[src/rtl/dma_pkg.sv]
// Shared definitions for the single-channel DMA sequencer.
// Contents: default counter width, external counter load polarity,
// and the sequencer state encoding.
package dma_pkg;

  localparam int unsigned DMA_W = 10;

  // External counters load while their nload pin is low.
  localparam logic LOAD_ON  = 1'b0;
  localparam logic LOAD_OFF = 1'b1;

  typedef enum logic [2:0] {
    ST_IDLE   = 3'd0,
    ST_LOAD   = 3'd1,
    ST_REQ    = 3'd2,
    ST_BEAT   = 3'd3,
    ST_SETTLE = 3'd4,
    ST_DONE   = 3'd5
  } dma_state_e;

endpackage

[src/rtl/dma_settle_timer.sv]
// Post-beat settle timer: counts SETTLE_CYC cycles from a start pulse so the
// sequencer only samples the word-counter carry once the counters have moved.
// Ports:
//   clk, nMR   clock, asynchronous active-low reset
//   start_i    load the timer (issued on the cycle leaving BEAT)
//   expire_o   registered; high from the last settle cycle until restarted
module dma_settle_timer #(
  parameter int unsigned SETTLE_CYC = 2
) (
  input  logic clk,
  input  logic nMR,
  input  logic start_i,
  output logic expire_o
);

  localparam int unsigned CW = $clog2(SETTLE_CYC + 1);

  logic [CW-1:0] cnt_q, cnt_d;
  logic          expire_q;

  // Load SETTLE_CYC-1 so the first settle cycle already sees the loaded count.
  always_comb begin
    cnt_d = cnt_q;
    if (start_i) begin
      cnt_d = CW'(SETTLE_CYC - 1);
    end else if (cnt_q != '0) begin
      cnt_d = cnt_q - CW'(1);
    end
  end

  always_ff @(posedge clk or negedge nMR) begin
    if (!nMR) begin
      cnt_q    <= '0;
      expire_q <= 1'b1;
    end else begin
      cnt_q    <= cnt_d;
      expire_q <= (cnt_d == '0);
    end
  end

  assign expire_o = expire_q;

endmodule

[src/rtl/dma_channel_ctrl.sv]
// Single-channel DMA sequencer driving external address (AC) and word (WC)
// loadable counters. Latches a descriptor on start, loads both counters,
// arbitrates for the bus and serves one device beat per request until WC
// reaches zero.
// Optional feature: define DMA_AUTOINIT_EN to reload and repeat the latched
// descriptor after terminal count when autoinit was set at start.
// Ports:
//   clk, nMR                 clock, asynchronous active-low master reset
//   start, abort             transfer start (IDLE only), synchronous abort
//   base_addr, xfer_len      descriptor address and beat count
//   addr_dec, autoinit       address direction, auto-reinitialise request
//   dreq, hlda               device request, bus grant
//   ac/wc_load_done, wc_carry   counter status
//   ac_data/nload/en/dir     address counter controls
//   wc_data/nload/en         word counter controls (WC counts down externally)
//   hrq, dack                bus hold request, device acknowledge
//   busy, done, err          status; done/err are single-cycle pulses
// All outputs are registered.
module dma_channel_ctrl
  import dma_pkg::*;
#(
  parameter int unsigned W          = DMA_W,
  parameter int unsigned SETTLE_CYC = 2
) (
  input  logic         clk,
  input  logic         nMR,
  input  logic         start,
  input  logic         abort,
  input  logic [W-1:0] base_addr,
  input  logic [W-1:0] xfer_len,
  input  logic         addr_dec,
  input  logic         autoinit,
  input  logic         dreq,
  input  logic         hlda,
  input  logic         ac_load_done,
  input  logic         wc_load_done,
  input  logic         wc_carry,
  output logic [W-1:0] ac_data,
  output logic         ac_nload,
  output logic         ac_en,
  output logic         ac_dir,
  output logic [W-1:0] wc_data,
  output logic         wc_nload,
  output logic         wc_en,
  output logic         hrq,
  output logic         dack,
  output logic         busy,
  output logic         done,
  output logic         err
);

  dma_state_e   state_q, state_d;
  logic [W-1:0] base_q, base_d;
  logic [W-1:0] len_q, len_d;
  logic         dir_q, dir_d;
  logic         ac_flag_q, ac_flag_d;
  logic         wc_flag_q, wc_flag_d;
  logic         ac_nload_q, ac_nload_d;
  logic         wc_nload_q, wc_nload_d;
  logic         en_q, en_d;
  logic         hrq_q, hrq_d;
  logic         dack_q, dack_d;
  logic         busy_q, busy_d;
  logic         done_q, done_d;
  logic         err_q, err_d;
  logic         settle_start_c;
  logic         settle_expire;

`ifdef DMA_AUTOINIT_EN
  logic         auto_q, auto_d;
`else
  logic         unused_autoinit;
  assign unused_autoinit = autoinit;
`endif

  dma_settle_timer #(
    .SETTLE_CYC (SETTLE_CYC)
  ) u_settle (
    .clk      (clk),
    .nMR      (nMR),
    .start_i  (settle_start_c),
    .expire_o (settle_expire)
  );

  // Next state, then registered outputs decoded from the next state so they
  // line up with the state they belong to.
  always_comb begin
    state_d    = state_q;
    base_d     = base_q;
    len_d      = len_q;
    dir_d      = dir_q;
    ac_flag_d  = ac_flag_q;
    wc_flag_d  = wc_flag_q;
    ac_nload_d = LOAD_OFF;
    wc_nload_d = LOAD_OFF;
    en_d       = 1'b0;
    hrq_d      = 1'b0;
    dack_d     = 1'b0;
    busy_d     = 1'b0;
    done_d     = 1'b0;
    err_d      = 1'b0;
`ifdef DMA_AUTOINIT_EN
    auto_d     = auto_q;
`endif

    unique case (state_q)
      ST_IDLE: begin
        // Abort in IDLE masks start, including the zero-length error.
        if (start && !abort) begin
          if (xfer_len != '0) begin
            base_d  = base_addr;
            len_d   = xfer_len;
            dir_d   = ~addr_dec;
`ifdef DMA_AUTOINIT_EN
            auto_d  = autoinit;
`endif
            state_d = ST_LOAD;
          end else begin
            err_d   = 1'b1;
          end
        end
      end
      ST_LOAD: begin
        // Load-done strobes may arrive in different cycles; remember each.
        ac_flag_d = ac_flag_q | ac_load_done;
        wc_flag_d = wc_flag_q | wc_load_done;
        if (ac_flag_d && wc_flag_d) begin
          ac_flag_d = 1'b0;
          wc_flag_d = 1'b0;
          state_d   = ST_REQ;
        end
      end
      ST_REQ: begin
        if (dreq && hlda) begin
          state_d = ST_BEAT;
        end
      end
      ST_BEAT: begin
        state_d = ST_SETTLE;
      end
      ST_SETTLE: begin
        if (settle_expire) begin
          state_d = wc_carry ? ST_DONE : ST_REQ;
        end
      end
      ST_DONE: begin
`ifdef DMA_AUTOINIT_EN
        state_d = auto_q ? ST_LOAD : ST_IDLE;
`else
        state_d = ST_IDLE;
`endif
      end
      default: begin
        state_d = ST_IDLE;
      end
    endcase

    if (abort && (state_q != ST_IDLE)) begin
      state_d   = ST_IDLE;
      ac_flag_d = 1'b0;
      wc_flag_d = 1'b0;
    end

    settle_start_c = (state_q == ST_BEAT) && (state_d == ST_SETTLE);

    unique case (state_d)
      ST_IDLE: begin
      end
      ST_LOAD: begin
        busy_d     = 1'b1;
        ac_nload_d = LOAD_ON;
        wc_nload_d = LOAD_ON;
      end
      ST_REQ: begin
        busy_d = 1'b1;
        hrq_d  = dreq;
      end
      ST_BEAT: begin
        busy_d = 1'b1;
        hrq_d  = 1'b1;
        dack_d = 1'b1;
        en_d   = 1'b1;
      end
      ST_SETTLE: begin
        busy_d = 1'b1;
        hrq_d  = hrq_q;
      end
      ST_DONE: begin
        busy_d = 1'b1;
        done_d = 1'b1;
      end
      default: begin
      end
    endcase
  end

  always_ff @(posedge clk or negedge nMR) begin
    if (!nMR) begin
      state_q    <= ST_IDLE;
      base_q     <= '0;
      len_q      <= '0;
      dir_q      <= 1'b1;
      ac_flag_q  <= 1'b0;
      wc_flag_q  <= 1'b0;
      ac_nload_q <= LOAD_OFF;
      wc_nload_q <= LOAD_OFF;
      en_q       <= 1'b0;
      hrq_q      <= 1'b0;
      dack_q     <= 1'b0;
      busy_q     <= 1'b0;
      done_q     <= 1'b0;
      err_q      <= 1'b0;
`ifdef DMA_AUTOINIT_EN
      auto_q     <= 1'b0;
`endif
    end else begin
      state_q    <= state_d;
      base_q     <= base_d;
      len_q      <= len_d;
      dir_q      <= dir_d;
      ac_flag_q  <= ac_flag_d;
      wc_flag_q  <= wc_flag_d;
      ac_nload_q <= ac_nload_d;
      wc_nload_q <= wc_nload_d;
      en_q       <= en_d;
      hrq_q      <= hrq_d;
      dack_q     <= dack_d;
      busy_q     <= busy_d;
      done_q     <= done_d;
      err_q      <= err_d;
`ifdef DMA_AUTOINIT_EN
      auto_q     <= auto_d;
`endif
    end
  end

  assign ac_data  = base_q;
  assign ac_nload = ac_nload_q;
  assign ac_en    = en_q;
  assign ac_dir   = dir_q;
  assign wc_data  = len_q;
  assign wc_nload = wc_nload_q;
  assign wc_en    = en_q;
  assign hrq      = hrq_q;
  assign dack     = dack_q;
  assign busy     = busy_q;
  assign done     = done_q;
  assign err      = err_q;

endmodule
[config.mk]
export PLATFORM = sky130hd
export DESIGN_NAME = dma_channel_ctrl
export DESIGN_NICKNAME = d
export VERILOG_FILES = /design/src/rtl/dma_pkg.sv /design/src/rtl/dma_settle_timer.sv /design/src/rtl/dma_channel_ctrl.sv
export SDC_FILE = /design/constraint.sdc
export NUM_CORES = 1
export LEC_CHECK = 0
export ABC_CLOCK_PERIOD_IN_PS = 1980
export BUFFER_PORTS_ARGS = -buffer_cell sky130_fd_sc_hd__buf_4
export CORE_ASPECT_RATIO = 1.2
export CORE_MARGIN = 10
export CORE_UTILIZATION = 43
export CTS_CLUSTER_SIZE = 20
export DETAILED_ROUTE_END_ITERATION = 7
export PLACE_DENSITY = 0.81
export SETUP_SLACK_MARGIN = 0.5
export SLEW_MARGIN = 5
export SYNTH_ARGS = -nofsm -noshare
export SYNTH_HDL_FRONTEND = slang
export SYNTH_SLANG_ARGS = --single-unit
export TNS_END_PERCENT = 50
[constraint.sdc]
create_clock -name clk -period 1.98 [get_ports clk]
set_input_delay 0.594 -clock clk [delete_from_list [all_inputs] [get_ports clk]]
set_output_delay 0.594 -clock clk [all_outputs]
set_load 0.03 [all_outputs]
==> flow_summary.toml <==
[outcome]
run_status = "finished clean"

[timing]
fin_tns_setup_ns = 0
fin_worst_skew_ns = 0.00553
fin_crit_ns = 1.73
fmax_mhz = 578
final_hold_viol_count = 0
slew_headroom_pct = 71.7
rsz0062_at_grt = "true"
worstMarginPinSlew_ns = 0.425
final-setup-viol-count = 0
final.period_utilization_pct = 87.4
hold_ws_ns = 0.245
maxSlewViolCount = 0

[setup_path]
critPathMaxStageDelay_ns = 0.34
worst-setup-path-type = "input pin to flop"
worstPathArrival_ns = 1.90
critPathSlowestCell = "mux2_2"
path_buf_inv = 3
cp_top_family = "simple AND/OR/NAND/NOR gates"
crit_top_cell = "buf_4"
worstPathRequired_ns = 2.15
path_cells = "buf_4 > nor4_4 > nand3_2 > buf_4 > nand2_4 > buf_12 > mux2_2"
setup.worst_path.end_class = "flop"
startpoint_type = "input pin"
r2r_cells = 6
crit_fanout = 14
cp.depth = 7

[route]
drt-total-wl_microns = 3930
drtIter0Drc = 73
wl_per_cell_microns = 16.8
ant_nets = 0
avgViaCountPerCell = 5.23
drcViolationCount = 0
num_vias = 1218
first_pass_iters = 4

[grt]
grt_max_degree = 36
track_usage_pct = 12.6
antenna_found_initial = 0
grt_pass1_vias = 1232
grt-ovfl-total = 0
grt_pass1_wl_microns = 6250

[yosys]
ys_types = 36
synth_seq_cells = 35
syn_inst = 123
post_synth.cell_area_avg_sq_um = 12.5
synth.largest_area_cell = "dfrtp_1"
ys_seq_area_share_pct = 57.3
yosys_warnings = 0
synth_top_area_share_pct = 52.2
syn_area_sq_um = 1540
synth-main-ff-cell = "dfrtp_1"
synth_edf_count = 0
syn_nets = 154
synthArstFlopShare_pct = 100
ys_top_cells_by_area = "dfrtp_1, mux2_4, dfstp_2, nand2_1, o21ai_0"

[finish]
drive_gt1_share_pct = 57.7
syn_to_final_growth_pct = 44.1
final_cell_area_sq_um = 2210
insertedDiodeCount = 0
multi_input_area_sq_um = 639
final-seq-area_sq_um = 881
fin_nets = 226
fillers = 279

[power_and_ir_drop]
p_leak_nw = 1.13
cellPowerDensity_nw_per_um2 = 1610
vdd_drop_max_v = 0.000733

[cts]
clk_latency_ns = 0.28
cts_buffer_depth = 2
cts_root_buffer = "clkbuf_8"
cts_num_sinks = 35
cts_tree = "done"
ctsHoldBuffers = 0
cts_buffers = 5
cts_max_level = 2
path_clk_slew_ns = 0.07

[placed_design]
place_area_sq_um = 2050
place.gp.congestion = 0.849
portBuffers = 59
hpwl_microns = 2990

[min_path]
hold_class = "input pin to async pin"

[run]
maxCapViolations = 0

[floorplanning]
die_width_microns = 74.5
initial_core_util_pct = 45.2
io-pin-count = 61
rows = 23
die_h_microns = 85.5
die_area_sq_um = 6370
core_sq_um = 3400
worst reg2reg max path: cells and delay by family, from the launching register on:
kind	cells	cell delay, ns
AND/OR/NAND/NOR	3	0.59
flip-flops	1	0.38
buffers and inverters	2	0.33
multiplexers	1	0.30
metal layers:
layer,track usage [%],share of wire [%],vias up
li1,-,-,577
met1,14.4,40,591
met2,19.9,48,42
met3,5.48,9.5,8
met4,5.34,2.3,0
met5,0,0,-
synth_stat cells, types with 2 or more instances:
| library cell | n |
|---|---|
| a21oi_1 | 4 |
| a22o_2 | 2 |
| a32o_1 | 2 |
| a32oi_1 | 2 |
| and2_1 | 2 |
| buf_4 | 3 |
| buf_6 | 2 |
| dfrtp_1 | 32 |
| dfstp_2 | 3 |
| inv_1 | 4 |
| mux2_2 | 2 |
| mux2_4 | 12 |
| nand2_1 | 16 |
| nor2_1 | 6 |
| nor3b_1 | 2 |
| nor4_1 | 2 |
| o21ai_0 | 8 |
registers in the layout, indices dropped and copies added (netlist names):
| signal | count |
|---|---|
| err | 1 |
| dack | 1 |
| ac_flag_q | 1 |
| ac_data | 10 |
| done | 1 |
| u_settle.cnt_q | 2 |
| busy | 1 |
| u_settle.expire_o | 1 |
| hrq | 1 |
| ac_dir | 1 |
| state_q | 3 |
| wc_flag_q | 1 |
| wc_nload | 1 |
| wc_data | 10 |
stage by stage:
step,total power [mW],setup slack (ns),std cells,util (%)
6_report,3.56,0.250,233,65.1
5_1_grt,3.78,0.201,233,65.1
4_1_cts,3.59,0.281,232,64.9
3_5_place_dp,3.03,-0.139,221,60.3
3_3_place_gp,2.98,-0.105,221,60.3
2_1_floorplan,2.34,0.152,123,-
placed cells by master (no fill, tap or decap), drive strengths merged, types with 2 or more instances in the layout:
| cell | count |
|---|---|
| buf | 71 |
| dfrtp | 32 |
| nand2 | 17 |
| mux2 | 14 |
| o21ai | 8 |
| clkbuf | 7 |
| nor2 | 6 |
| a21oi | 5 |
| inv | 4 |
| dfstp | 3 |
| nor3b | 2 |
| a32oi | 2 |
| a22o | 2 |
| or2 | 2 |
| nor4 | 2 |
| a32o | 2 |
| and2 | 2 |
final timing paths:
path / from / endpoint / slack (ns)
worst max-delay path: xfer_len[5] / wc_data[9]$_DFFE_PN0P_ / 0.25
worst min-delay path: nMR / ac_data[8]$_DFFE_PN0P_ / 0.24
worst max register to register: state_q[2]$_DFF_PN0_ / ac_data[3]$_DFFE_PN0P_ / 0.26
worst min register to register: u_settle.cnt_q[1]$_DFF_PN0_ / u_settle.expire_o$_DFF_PN1_ / 0.41
max in group asynchronous: nMR / wc_nload$_DFF_PN1_ / 1.39
min in group clk: u_settle.cnt_q[1]$_DFF_PN0_ / u_settle.expire_o$_DFF_PN1_ / 0.41
cell type report:
cell class | instances | area share [%]
sequential | 35 | 39.8
multi-input combinational | 78 | 28.9
timing repair buffer | 71 | 24.8
clock buffer | 7 | 3.45
tap | 37 | 2.09
inverter | 4 | 0.679
clock inverter | 1 | 0.226
what timing repair did:
item | CTS | global route
endpoints found under the setup margin | 30 | 31
resized for setup | 11 | 2
cloned | 0 | 0
pin swaps | 2 | 1
setup buffers | 3 | 1
power by group:
group,internal (mW),switching (mW),leakage [nW]
registers,1.02,0.177,0.432
clock network,0.247,0.243,0.0422
logic,0.859,1.02,0.656
total,2.12,1.44,1.13
cell families after synthesis:
group	Yosys count	synth area share, %
buffers and inverters	10	4.24
flip-flops	35	57.3
AO/OA/AOI/OAI	22	9.78
multiplexers	14	13.2
AND/OR/NAND/NOR	42	15.5
Power figures use the tool's default switching activity.
